===== config.mk =====
export PLATFORM = sky130hd
export DESIGN_NAME = avr_cpu_sequencer
export DESIGN_NICKNAME = d
export VERILOG_FILES = /design/src/rtl/avr_cpu_sequencer.sv
export SDC_FILE = /design/constraint.sdc
export NUM_CORES = 1
export LEC_CHECK = 0
export CAP_MARGIN = 20
export CELL_PAD_IN_SITES_DETAIL_PLACEMENT = 1
export CELL_PAD_IN_SITES_GLOBAL_PLACEMENT = 1
export CORE_MARGIN = 3
export CORE_UTILIZATION = 46
export DETAILED_ROUTE_END_ITERATION = 10
export DONT_BUFFER_PORTS = 1
export GPL_TIMING_DRIVEN = 0
export HOLD_SLACK_MARGIN = 0.05
export PLACE_DENSITY = 0.86
export RECOVER_POWER = 50
export SLEW_MARGIN = 10
export SYNTH_ARGS = -nofsm -noshare
export SYNTH_HDL_FRONTEND = slang
export SYNTH_SLANG_ARGS = --single-unit

===== constraint.sdc =====
create_clock -name clk -period 5.75 [get_ports clk]
set_input_delay 1.725 -clock clk [delete_from_list [all_inputs] [get_ports clk]]
set_output_delay 1.725 -clock clk [all_outputs]
set_load 0.05 [all_outputs]

===== src/rtl/avr_cpu_sequencer.sv =====
// avr_cpu_sequencer: instruction sequencer and program-ROM port arbiter.
// Owns the PC and shares the single ROM read port between fetch and LPM.
//
// Ports:
//   clk, rst        clock; synchronous active-low reset
//   prog_addr/data  ROM word address (comb) / read data (one cycle later)
//   stall           freezes all state for the current cycle
//   opcode, cycle   instruction and execute-cycle index to the execute stage
//   pc_update       signed word delta applied when an instruction retires
//   hold            cycle-0 request for a second execute cycle
//   lpm_read/addr   cycle-0 request for an LPM byte read at byte address Z
//   lpm_data        selected LPM byte, valid in cycle 1
//   pc, retire      PC of instruction in execute; completion pulse
module avr_cpu_sequencer #(
  parameter logic [15:0] RESET_PC = 16'h0000
) (
  input  logic        clk,
  input  logic        rst,
  output logic [15:0] prog_addr,
  input  logic [15:0] prog_data,
  input  logic        stall,
  output logic [15:0] opcode,
  output logic        cycle,
  input  logic [15:0] pc_update,
  input  logic        hold,
  input  logic        lpm_read,
  input  logic [15:0] lpm_addr,
  output logic [7:0]  lpm_data,
  output logic [15:0] pc,
  output logic        retire
);

  typedef enum logic [1:0] {
    BOOT = 2'd0,
    RUN  = 2'd1,
    CYC1 = 2'd2
  } state_t;

  state_t      state_q;
  state_t      state_d;
  logic [15:0] pc_q;
  logic [15:0] pc_d;
  logic [15:0] opcode_q;
  logic [15:0] opcode_d;
  logic        byte_sel_q;
  logic        byte_sel_d;
  logic [15:0] addr_q;
  logic [15:0] next_pc;

  assign next_pc = pc_q + pc_update;
  assign pc      = pc_q;

  always_ff @(posedge clk) begin
    if (!rst) begin
      state_q    <= BOOT;
      pc_q       <= RESET_PC;
      opcode_q   <= 16'h0000;
      byte_sel_q <= 1'b0;
      addr_q     <= RESET_PC;
    end else begin
      state_q    <= state_d;
      pc_q       <= pc_d;
      opcode_q   <= opcode_d;
      byte_sel_q <= byte_sel_d;
      // On a stall prog_addr is addr_q, so this simply holds.
      addr_q     <= prog_addr;
    end
  end

  always_comb begin
    state_d    = state_q;
    pc_d       = pc_q;
    opcode_d   = opcode_q;
    byte_sel_d = byte_sel_q;
    prog_addr  = addr_q;
    opcode     = 16'h0000;
    cycle      = 1'b0;
    retire     = 1'b0;
    lpm_data   = 8'h00;

    unique case (state_q)
      BOOT: begin
        prog_addr = RESET_PC;
        if (!stall) begin
          state_d = RUN;
        end
      end

      RUN: begin
        opcode = prog_data;
        if (!stall) begin
          opcode_d = prog_data;
          if (hold) begin
            state_d = CYC1;
            // LPM takes the port now; the fetch moves to CYC1.
            if (lpm_read) begin
              prog_addr  = {1'b0, lpm_addr[15:1]};
              byte_sel_d = lpm_addr[0];
            end else begin
              prog_addr = pc_q;
            end
          end else begin
            // lpm_read without hold is ignored: fetch keeps the port.
            retire    = 1'b1;
            pc_d      = next_pc;
            prog_addr = next_pc;
          end
        end
      end

      CYC1: begin
        opcode   = opcode_q;
        cycle    = 1'b1;
        lpm_data = byte_sel_q ? prog_data[15:8] : prog_data[7:0];
        if (!stall) begin
          retire    = 1'b1;
          pc_d      = next_pc;
          prog_addr = next_pc;
          state_d   = RUN;
        end
      end

      default: begin
        state_d = BOOT;
      end
    endcase
  end

endmodule


==> results summary <==
The power density of the placed cells came out at 218 nW/µm². After clock tree synthesis, the flow added hold-fix buffers numbering 0. The number of clock buffers added by TritonCTS is 5. The post-place setup slack is -0.424 ns. The count of pins over their slew limit came to 0. The number of failing hold endpoints at the final stage is 0. The slew at the pin closest to its max-slew limit is 1.10 ns.

Once detailed placement completed, the half-perimeter wirelength came to 10100 µm. The total wire length after detailed routing is 14000 µm. In this run the number of H-tree levels came out at 2. Power comes to around 960 µW. The global route total overflow came out at 0. The initial antenna violation count came out at 0. The area growth from synthesis to final layout is 16.0%.

The average cell area after synthesis came out at 7.66 µm². The run finished, with violations left. Sorting the synthesized cells by area gives the leading types as dfxtp_1 (27%), nand2_1 (7.2%), a21oi_1 (7.0%). The number of cells produced by synthesis is 492. The most critical setup path has its startpoint at pc_update[0]. The count of buffers from port buffering came out at 0. In this run the cell area measured after placement is 3960 µm². The final period demand of the worst path is between 5 and 6 ns.

Setup violations remaining at the end of the flow were counted as 1. nand2_1 is the most common cell in the netlist. The share of synthesized area occupied by flip-flops and latches came out at 27.1%.

The die area came out at 9320 µm². The count of max-cap constraint violations came out at 0. The achievable frequency is 0.173 GHz.

The global-route wire length before repair came out at around 20000 µm. The detailed-route via count came out at 3929. The worst max-slew margin expressed relative to the limit is a little over a quarter.

For this design, the sink count on the clock tree is 51. Data on the critical path is required at its endpoint by 4.03 ns. The height of the die came out at 96.5 µm. The fraction of synthesis flops using an asynchronous set or reset pin is 0%.

For the worst-skew pair, the clock arrives at the later sink with an insertion delay of 0.31 ns. The maximum fanout encountered on the critical timing path came out at 3. The summed instance area of the synthesized netlist is 3770 µm². The worst-case clock skew is between 0.008 and 0.009 ns. The final standard cell count with taps included and fillers excluded came out at 615.

By count the netlist is led by nand2_1 (72), a21oi_1 (53), dfxtp_1 (51). The effective utilization at floorplan is 48.0%. The total leakage power came out at about 1.6 nW. The number of global-route vias before repair was just under 4000. The total number of yosys warnings is 0. The worst register-to-register path begins at pc[0]$_SDFFE_PN0P_. The most used flip-flop cell after synthesis is dfxtp_1. The synthesized netlist net count is about 570. The final design area excluding fillers is 4370 µm². The worst hold path begins at opcode_q[13]$_SDFFE_PN0P_.

After layout, the worst path uses 100% of the clock period. The repair_antennas step left the layout with diodes totalling 0. The standard cell core area is 7850 µm². The global routing usage summed across all routing layers is between 20 and 30%. Synthesis inferred 51 register bits. The instance count along the most critical hold path came out at 2.

The number of rows in the core area came out at 32. Measured in cells, the most critical reg-to-reg path has a length of 10. The chip width came out at just under 100 µm. The congestion estimate from routability-driven global placement came to a little over 0.9. The checks that failed: setup timing. The setup slack after layout is -0.0147 ns. Data on the critical path arrives at its endpoint at 4.04 ns. For this run, the detailed router's first-pass iteration total came to 5.

The post-synthesis cell type count is 59. The placed cell count came out at around 600. In this run the biggest area consumer among cell types represents between 20% and 30% of the synthesized area. The cell sitting at the root of the clock tree is a clkbuf_8.

The clock-pin slew reported for the worst setup and hold paths after clock tree synthesis is 0.10 ns. The number of nets in the final layout is 587. Setup repair after global routing could not meet its margin everywhere. Of the cells placed in the final design, the portion with a size suffix greater than 1 is 16.2%. The worst setup path is launched from an input pin.

The peak supply drop came out at 109 µV. The violation count after the first detailed-routing iteration came out at 279. The kind of end point of the critical path is a primary output. The count of flip-flops with a built-in enable after synthesis is 0. The worst setup path is of the in2out kind. The via-per-instance ratio is 6.39. The final total negative setup slack is -0.0147 ns.

The largest net degree at the start of global routing came out at 15. The count of nets left with antenna violations once routing finished came out at 0. The synthesized design spends more area on one cell type than any other, namely dfxtp_1. The per-cell routed wire length is 22.7 µm. The DRC violation count after routing is 0. The TritonCTS clock tree is built. The worst hold path belongs to the class reg2reg. The largest buffer count on any clock path came out at 2.

The I/O pin count is 111.
-- registers in the layout (all words and copies together) (netlist names) --
name        flops
addr_q         16
opcode_q       16
pc             16
state_q         2
byte_sel_q      1
-- where the power goes --
part           total (mW)  switching, mW  internal [mW]
logic               0.324          0.214          0.110
clock network       0.225          0.129         0.0951
registers           0.407         0.0375          0.370
-- routing by layer --
| layer | share of wire [%] | up-vias | global-route usage [%] |
|---|---|---|---|
| met5 | 0 | - | 0 |
| met4 | 2.2 | 0 | 6.66 |
| met3 | 7.3 | 31 | 7.59 |
| met2 | 50 | 150 | 48.3 |
| met1 | 41 | 1959 | 35.8 |
| li1 | - | 1789 | - |
-- final cells by class --
class                   count  area, µm²
multi-input cells         399       2880
clock buffers               6       82.6
clock inverters             1       5.00
fillers                   978       3470
flip-flops and latches     51       1020
well taps                 102        128
repair buffers             14       95.1
plain buffers              31        118
inverters                  11       41.3
-- stage by stage --
stage	hold slack [ns]	util, %
after floorplan	0.436	-
after global placement	0.441	49.9
after detailed placement	0.451	50.4
after CTS	0.465	52.8
after global routing	0.483	55.7
final	0.463	55.7
-- repair_timing --
item	in CTS	in global routing
pin swaps	2	11
setup buffers	1	7
setup endpoints to repair	10	5
gates resized for setup	15	36
-- final timing paths --
check | end | slack (ns)
min | opcode_q[13]$_SDFFE_PN0P_ | 0.46
max reg2reg | addr_q[14]$_SDFF_PN0_ | 2.61
max | prog_addr[15] | -0.01
min reg2reg | opcode_q[13]$_SDFFE_PN0P_ | 0.46
-- layout by cell type (no fill, tap or decap), drive strengths merged, types with 3 or more instances in the layout --
| cell | synthesis | final |
|---|---|---|
| nand2 | 73 | 73 |
| nor2b | 27 | 27 |
| o21bai | 4 | 4 |
| o21ai | 29 | 29 |
| a21o | 4 | 4 |
| or2 | 3 | 3 |
| o31ai | 5 | 5 |
| dfxtp | 51 | 51 |
| xor2 | 3 | 3 |
| nor2 | 35 | 35 |
| buf | 1 | 14 |
| nand2b | 6 | 6 |
| mux2i | 15 | 15 |
| o211ai | 4 | 4 |
| inv | 10 | 10 |
| and2 | 14 | 14 |
| o22ai | 4 | 4 |
| nand3 | 10 | 10 |
| clkbuf | 30 | 37 |
| and3 | 4 | 4 |
| a22oi | 16 | 16 |
| a21oi | 55 | 55 |
| mux2 | 11 | 11 |
| nor3 | 4 | 4 |
| o21a | 7 | 7 |
| xnor2 | 8 | 8 |
| nor3b | 4 | 4 |
| o221ai | 4 | 4 |
| a31oi | 5 | 5 |
| ha | 20 | 20 |
| a21boi | 3 | 3 |
-- worst max-delay path, stage by stage --
cell and delay (ns):
ha_1 0.26, nand3_4 0.11, a2111oi_4 0.53, o211ai_2 0.18, nand3_2 0.10, or3b_4 0.38
mux2_4 0.34, o221ai_4 0.42
-- kinds of logic after synthesis --
logic type / share of synthesized area (%)
XOR/XNOR: 3.15
multiplexers: 7.37
adder cells (fa/ha/maj): 7.17
AND/OR/NAND/NOR: 23.8
buffers and inverters: 4.18
AO/OA/AOI/OAI: 27.2
flip-flops: 27.1
No activity file was read; power rests on OpenSTA's default activity.
